File: src/rtl/c3aibadapt_rx_avmm_csr_if.sv
// AVMM 8-bit slave bus between the config master and the RX CSR bank.
// Reads stall on avmm_waitreq and return data on a one-cycle avmm_rdatavld pulse.
interface c3aibadapt_rx_avmm_csr_if #(
    parameter int ADDR_W = 6
);
    logic              avmm_write;
    logic              avmm_read;
    logic [ADDR_W-1:0] avmm_addr;
    logic [7:0]        avmm_wdata;
    logic [7:0]        avmm_rdata;
    logic              avmm_rdatavld;
    logic              avmm_waitreq;

    modport master (
        output avmm_write, avmm_read, avmm_addr, avmm_wdata,
        input  avmm_rdata, avmm_rdatavld, avmm_waitreq
    );

    modport slave (
        input  avmm_write, avmm_read, avmm_addr, avmm_wdata,
        output avmm_rdata, avmm_rdatavld, avmm_waitreq
    );
endinterface

File: src/rtl/c3aibadapt_rx_avmm_csr.sv
// RX AVMM CSR bank: RW config bytes feeding RX DPRIO plus RO user status.
// Optional hidden per-byte parity enabled by C3AIBADAPT_RX_CSR_PARITY_EN.
module c3aibadapt_rx_avmm_csr #(
    parameter int                   ADDR_W      = 6,
    parameter int                   NUM_CFG     = 16,
    parameter int                   RD_LAT      = 2,
    parameter logic [8*NUM_CFG-1:0] CFG_RST_VAL = '0
) (
    input  logic                         avmm_clk,
    input  logic                         avmm_rst_n,
    c3aibadapt_rx_avmm_csr_if.slave      avmm,
    output logic [8*NUM_CFG-1:0]         rx_cfg_out,
    input  logic [15:0]                  dp_user_datain,
    input  logic [23:0]                  async_user_datain,
`ifdef C3AIBADAPT_RX_CSR_PARITY_EN
    input  logic [15:0]                  user_clk_config,
    output logic                         csr_parity_err
`else
    input  logic [15:0]                  user_clk_config
`endif
);

    typedef enum logic [1:0] {
        IDLE    = 2'd0,
        RD_WAIT = 2'd1,
        RD_DONE = 2'd2
    } state_t;

    state_t              state_q, state_d;
    logic [1:0]          cnt_q, cnt_d;
    logic [ADDR_W-1:0]   addr_q, addr_d;
    logic [7:0]          rdata_q, rdata_d;
    logic [8*NUM_CFG-1:0] cfg_q;
    logic [7:0]          rd_mux;
    logic                wr_en;

    assign wr_en = (state_q == IDLE) && avmm.avmm_write;

    always_ff @(posedge avmm_clk or negedge avmm_rst_n) begin
        if (!avmm_rst_n) begin
            state_q <= IDLE;
            cnt_q   <= '0;
            addr_q  <= '0;
            rdata_q <= '0;
        end else begin
            state_q <= state_d;
            cnt_q   <= cnt_d;
            addr_q  <= addr_d;
            rdata_q <= rdata_d;
        end
    end

    always_comb begin
        state_d = state_q;
        cnt_d   = cnt_q;
        addr_d  = addr_q;
        rdata_d = rdata_q;
        unique case (state_q)
            IDLE: begin
                if (avmm.avmm_read && !avmm.avmm_write) begin
                    addr_d  = avmm.avmm_addr;
                    cnt_d   = 2'(RD_LAT - 1);
                    state_d = RD_WAIT;
                end
            end
            RD_WAIT: begin
                if (cnt_q == 2'd0) begin
                    rdata_d = rd_mux;
                    state_d = RD_DONE;
                end else begin
                    cnt_d = cnt_q - 2'd1;
                end
            end
            RD_DONE: state_d = IDLE;
            default: state_d = IDLE;
        endcase
    end

    always_ff @(posedge avmm_clk or negedge avmm_rst_n) begin
        if (!avmm_rst_n) begin
            cfg_q <= CFG_RST_VAL;
        end else if (wr_en) begin
            for (int i = 0; i < NUM_CFG; i++) begin
                if (avmm.avmm_addr == ADDR_W'(i))
                    cfg_q[8*i +: 8] <= avmm.avmm_wdata;
            end
        end
    end

`ifdef C3AIBADAPT_RX_CSR_PARITY_EN
    logic [NUM_CFG-1:0] par_q;
    logic               par_mis;
    logic               perr_clr;
    logic               perr_q;

    // Stored parity is compared against the live byte every cycle.
    always_comb begin
        par_mis = 1'b0;
        for (int i = 0; i < NUM_CFG; i++)
            par_mis = par_mis | ((^cfg_q[8*i +: 8]) != par_q[i]);
    end

    assign perr_clr = wr_en && (avmm.avmm_addr == ADDR_W'('h27)) &&
                      (avmm.avmm_wdata == 8'h01);

    always_ff @(posedge avmm_clk or negedge avmm_rst_n) begin
        if (!avmm_rst_n) begin
            for (int i = 0; i < NUM_CFG; i++)
                par_q[i] <= ^CFG_RST_VAL[8*i +: 8];
        end else if (wr_en) begin
            for (int i = 0; i < NUM_CFG; i++) begin
                if (avmm.avmm_addr == ADDR_W'(i))
                    par_q[i] <= ^avmm.avmm_wdata;
            end
        end
    end

    always_ff @(posedge avmm_clk or negedge avmm_rst_n) begin
        if (!avmm_rst_n)
            perr_q <= 1'b0;
        else
            perr_q <= par_mis | (perr_q & ~perr_clr);
    end

    assign csr_parity_err = perr_q;
`endif

    always_comb begin
        rd_mux = 8'h00;
        for (int i = 0; i < NUM_CFG; i++) begin
            if (addr_q == ADDR_W'(i))
                rd_mux = cfg_q[8*i +: 8];
        end
        case (addr_q)
            ADDR_W'('h20): rd_mux = dp_user_datain[7:0];
            ADDR_W'('h21): rd_mux = dp_user_datain[15:8];
            ADDR_W'('h22): rd_mux = async_user_datain[7:0];
            ADDR_W'('h23): rd_mux = async_user_datain[15:8];
            ADDR_W'('h24): rd_mux = async_user_datain[23:16];
            ADDR_W'('h25): rd_mux = user_clk_config[7:0];
            ADDR_W'('h26): rd_mux = user_clk_config[15:8];
`ifdef C3AIBADAPT_RX_CSR_PARITY_EN
            ADDR_W'('h27): rd_mux = {7'b0, perr_q};
`endif
            default: ;
        endcase
    end

    assign avmm.avmm_rdata    = rdata_q;
    assign avmm.avmm_rdatavld = (state_q == RD_DONE);
    assign avmm.avmm_waitreq  = avmm.avmm_read && (state_q != RD_DONE);
    assign rx_cfg_out         = cfg_q;

endmodule
File: src/flat_wrapper.sv
// flat-port wrapper written by rule: the top's interface ports become plain ports
module c3aibadapt_rx_avmm_csr_flat 
#(
    parameter int                   ADDR_W      = 6,
    parameter int                   NUM_CFG     = 16,
    parameter int                   RD_LAT      = 2,
    parameter logic [8*NUM_CFG-1:0] CFG_RST_VAL = '0
)
  (avmm_clk, avmm_rst_n, rx_cfg_out, dp_user_datain, async_user_datain, user_clk_config, avmm_avmm_write, avmm_avmm_read, avmm_avmm_addr, avmm_avmm_wdata, avmm_avmm_rdata, avmm_avmm_rdatavld, avmm_avmm_waitreq);
  c3aibadapt_rx_avmm_csr_if #(.ADDR_W(ADDR_W)) avmm_i ();
  input  logic avmm_clk;
  input  logic avmm_rst_n;
  output logic [8*NUM_CFG-1:0] rx_cfg_out;
  input  logic [15:0] dp_user_datain;
  input  logic [23:0] async_user_datain;
  input  logic [15:0] user_clk_config;
  input wire logic [$bits(avmm_i.avmm_write)-1:0] avmm_avmm_write;
  input wire logic [$bits(avmm_i.avmm_read)-1:0] avmm_avmm_read;
  input wire logic [$bits(avmm_i.avmm_addr)-1:0] avmm_avmm_addr;
  input wire logic [$bits(avmm_i.avmm_wdata)-1:0] avmm_avmm_wdata;
  output wire logic [$bits(avmm_i.avmm_rdata)-1:0] avmm_avmm_rdata;
  output wire logic [$bits(avmm_i.avmm_rdatavld)-1:0] avmm_avmm_rdatavld;
  output wire logic [$bits(avmm_i.avmm_waitreq)-1:0] avmm_avmm_waitreq;
  assign avmm_i.avmm_write = avmm_avmm_write;
  assign avmm_i.avmm_read = avmm_avmm_read;
  assign avmm_i.avmm_addr = avmm_avmm_addr;
  assign avmm_i.avmm_wdata = avmm_avmm_wdata;
  assign avmm_avmm_rdata = avmm_i.avmm_rdata;
  assign avmm_avmm_rdatavld = avmm_i.avmm_rdatavld;
  assign avmm_avmm_waitreq = avmm_i.avmm_waitreq;
  c3aibadapt_rx_avmm_csr #(.ADDR_W(ADDR_W), .NUM_CFG(NUM_CFG), .RD_LAT(RD_LAT), .CFG_RST_VAL(CFG_RST_VAL)) u_core (.avmm_clk(avmm_clk), .avmm_rst_n(avmm_rst_n), .avmm(avmm_i), .rx_cfg_out(rx_cfg_out), .dp_user_datain(dp_user_datain), .async_user_datain(async_user_datain), .user_clk_config(user_clk_config));
endmodule
File: config.mk
export PLATFORM = sky130hd
export DESIGN_NAME = c3aibadapt_rx_avmm_csr_flat
export DESIGN_NICKNAME = d
export VERILOG_FILES = /design/src/rtl/c3aibadapt_rx_avmm_csr_if.sv /design/src/rtl/c3aibadapt_rx_avmm_csr.sv /design/src/flat_wrapper.sv
export SDC_FILE = /design/constraint.sdc
export NUM_CORES = 1
export LEC_CHECK = 0
export ABC_AREA = 0
export BUFFER_PORTS_ARGS = -buffer_cell sky130_fd_sc_hd__clkbuf_2
export CORE_AREA = 3 3 230 119
export CTS_CLUSTER_SIZE = 28
export DETAILED_ROUTE_END_ITERATION = 10
export DIE_AREA = 0 0 233 122
export GPL_TIMING_DRIVEN = 0
export PLACE_DENSITY = 0.59
export SETUP_SLACK_MARGIN = 0.5
export SYNTH_ARGS = -nofsm -noshare
export SYNTH_HDL_FRONTEND = slang
export SYNTH_SLANG_ARGS = --single-unit
File: constraint.sdc
create_clock -name avmm_clk -period 4.55 [get_ports avmm_clk]
set_input_delay 0.455 -clock avmm_clk [delete_from_list [all_inputs] [get_ports avmm_clk]]
set_output_delay 0.455 -clock avmm_clk [all_outputs]
set_load 0.1 [all_outputs]
==> run_results.csv <==
group,metric,value,unit
routing,met1_length,12.91,mm
synthesis,synth_top_area_cell,"dfrtp_1",
critical_path,worst-r2r-cell-count,7,
critical_path,path_buf_inv,3,
critical_path,r2r-start,"u_core.addr_q[1]",
synthesis,syn_area_per_cell,12.18,um2
sta,fin_tns_setup,0,ns
placed_design,post-dp-hpwl,22.89,mm
min_path,min_path_type,"input pin to asynchronous set/reset pin",
clock_tree,tritoncts,"yes",
global_routing,antenna_found_initial,0,
critical_path,crit_cells,7,
cells_and_area,diodes,0,
clock_tree,clk_path_buf_depth,2,
die,die_area,0.02843,mm2
global_routing,grt_overflow,0,
critical_path,cp_top_family,"compound AO/OA/AOI/OAI gates",
sta,rsz0062_at_grt,"no",
synthesis,synth_area,0.007622,mm2
cells_and_area,drive_gt1_share,50.92,%
synthesis,async_flop_share,100.0,%
die,chipWidth,233,um
die,rows,41,
critical_path,worstSetupStartpoint,"u_core.addr_q[1]",
synthesis,synth_seq_cells,146,
power,p_int,3227,uW
placed_design,port_buffers,207,
power,p_sw,4090,uW
power,p_leak,0.004585,uW
routing,drt-total-wl,30.31,mm
global_routing,grt_max_degree,81,
clock_tree,htreeDepth,4,
synthesis,synth_nets,701,
routing,ant_nets,0,
global_routing,grt_pass1_wl,43.97,mm
sta,holdWs,0.01415,ns
routing,avgRoutedWirePerCell,25.05,um
power,seq_power_share,25.8,%
routing,drt_iter0_drc,624,
critical_path,cp_slowest_cell,"a2111oi_0",
synthesis,synth_ff_type,"dfrtp_1",
sta,period_share,65.53,%
clock_tree,cts_inserted_buffers,17,
die,start_util,30.14,%
clock_tree,post_cts_buffers,0,
sta,fin_crit,2.982,ns
global_routing,track_usage,21.03,%
clock_tree,cts_sinks,146,
die,core_area,0.02529,mm2
synthesis,seq_area_frac_synth,47.93,%
critical_path,r2r_end,"u_core.avmm.avmm_rdata[0]",
critical_path,worstPathArrival,3.34,ns
cells_and_area,syn_to_final_growth,27.23,%
clock_tree,clock_latency,0.44,ns
cells_and_area,layout.nets,928,
placed_design,place_congestion,0.9190,
synthesis,synth_top_cell_area_share,47.93,%
global_routing,grt_pass1_vias,6585,
sta,finalSetupViolCount,0,
sta,drv_slew,0,
critical_path,critPathKind,"flop to flop",
sta,finClkSkew,0.01117,ns
synthesis,yosysMostFrequentCell,"dfrtp_1",
critical_path,slowest_delay,0.83,ns
clock_tree,cts.clk_slew.worst_paths,0.07,ns
routing,vias,6601,
routing,wl_met2,14.43,mm
cells_and_area,fill_cells,2472,
sta,max_clock_freq,335.4,MHz
critical_path,crit_fanout,10,
die,die_height,122,um
power,pwr-share-clk,18.7,%
synthesis,ys_types,70,
critical_path,reg2reg_slack,1.57,ns
critical_path,path_cells,"buf_2 > inv_1 > clkbuf_1 > o21ai_0 > a2111oi_0 > o221ai_1 > nand3_1",
flow_run,drv_cap,0,
die,boundaryPins,212,
sta,slew-limit-headroom,26.73,%
critical_path,cp-end-kind,"flop",
synthesis,yosys-top-cells-count,"146 x dfrtp_1, 145 x mux2_2, 30 x nand2_1, 26 x clkbuf_1, 22 x nor2_1",
routing,top_layer,"met4",
synthesis,ys.warnings.count,0,
critical_path,crit_required,4.91,ns
power,power.density,754.4,mW/mm2
status,outcome,"completed",
synthesis,synth_edf_count,0,
clock_tree,ctsResizeCount,0,
synthesis,netlist_top_cells_area,"dfrtp_1 48%, mux2_2 21%, mux4_2 3.8%",
power,power_frac_comb,55.5,%
routing,dr.pass1.iters,5,
sta,finalHoldViolations,0,
power,swShare,55.90,%
routing,met3_length,1.994,mm
routing,drc_errors,0,
clock_tree,holdBufCountCts,0,
routing,viasPerCell,5.455,
power,vdd_drop_max,0.2976,mV
clock_tree,root_buffer,"clkbuf_16",
synthesis,synth_cells,626,
critical_path,crit_path_end,"u_core.avmm.avmm_rdata[0]",
sta,tightest_slew,1.090,ns
critical_path,start_kind,"flop",
[cell usage in the layout (no fill, tap or decap), types with 7 or more instances in the layout]
| master | n |
|---|---|
| nand3_1 | 12 |
| o22ai_1 | 11 |
| clkbuf_16 | 17 |
| mux2i_1 | 15 |
| inv_1 | 8 |
| o21ai_0 | 19 |
| nand2b_1 | 7 |
| clkbuf_1 | 26 |
| a22oi_1 | 15 |
| nand2_1 | 30 |
| buf_2 | 14 |
| mux2_2 | 145 |
| mux4_2 | 13 |
| a21oi_1 | 18 |
| nor3_1 | 13 |
| nor2b_1 | 9 |
| clkbuf_2 | 206 |
| nor2_1 | 22 |
| nor2_2 | 9 |
| dfrtp_1 | 146 |
[state kept, by name, indices dropped and copies added, names as in the netlist]
signal	cells
u_core.avmm.avmm_rdata	8
u_core.rx_cfg_out	128
u_core.cnt_q	2
u_core.state_q	2
u_core.addr_q	6
[stage by stage]
stage / util (%) / setup slack (ns) / power [uW] / cell area, um2 / instances
floorplan: - / 1.287 / 4904 / 7622 / 626
global placement: 35.94 / 0.5499 / 5908 / 9089 / 1177
detailed placement: 36.08 / 1.668 / 5934 / 9125 / 1178
CTS: 38.32 / 1.660 / 7293 / 9692 / 1210
global route: 38.35 / 1.498 / 7557 / 9698 / 1210
finish: 38.35 / 1.568 / 7316 / 9698 / 1210
[worst register-to-register path, cell delays in order (launching register included)]
cell       delay, ns
dfrtp_1         0.46
buf_2           0.27
inv_1           0.12
clkbuf_1        0.48
o21ai_0         0.19
a2111oi_0       0.83
o221ai_1        0.39
nand3_1         0.18
[worst min-delay path by stage]
stage	to	slack, ns	depth (start not counted)
2_1_floorplan	u_core.addr_q[0]	0.16	0
3_3_place_gp	u_core.cnt_q[0]	0.45	1
3_5_place_dp	u_core.cnt_q[0]	0.46	1
4_1_cts	u_core.rx_cfg_out[50]	0.04	1
5_1_grt	u_core.rx_cfg_out[50]	0.06	1
6_report	u_core.rx_cfg_out[50]	0.01	1
[kinds of logic (layout without fill, tap and decap cells)]
family                     count (synthesis)  after routing  synth area share (%)
muxes                                    173            173                 27.23
DFF                                      146            146                 47.93
and+or+nand+nor                          142            142                 11.29
AOI/OAI and AO/OA                        112            112                 10.33
buffers and inverters                     51            291                 2.938
adders and majority gates                  1              1                0.1641
xor gates and xnor gates                   1              1                0.1149
[final cells by class]
| cell class | count | area (um2) | share of cell area (%) |
|---|---|---|---|
| multi-input cells | 429 | 3751 | 38.68 |
| flip-flops and latches | 146 | 3654 | 37.67 |
| repair buffers | 208 | 1072 | 11.06 |
| well taps | 344 | 430.4 | 4.438 |
| clock buffers | 17 | 425.4 | 4.387 |
| plain buffers | 43 | 193.9 | 2.000 |
| clock inverters | 15 | 141.4 | 1.458 |
| inverters | 8 | 30.03 | 0.3096 |
[routing by layer]
metal / up-vias / track usage, %
li1: 2843 / -
met1: 3456 / 27.75
met2: 253 / 33.94
met3: 49 / 4.626
met4: 0 / 8.065
met5: - / 0
[power by group through the flow]
stage	clock network (uW)	registers [uW]	logic (uW)
global placement	0	1890	4020
floorplan	0	3610	1290
global route	1430	1920	4200
CTS	1370	1880	4040
detailed placement	0	1900	4030
finish	1370	1890	4060
Note: power is estimated with default switching activity, not from simulation.
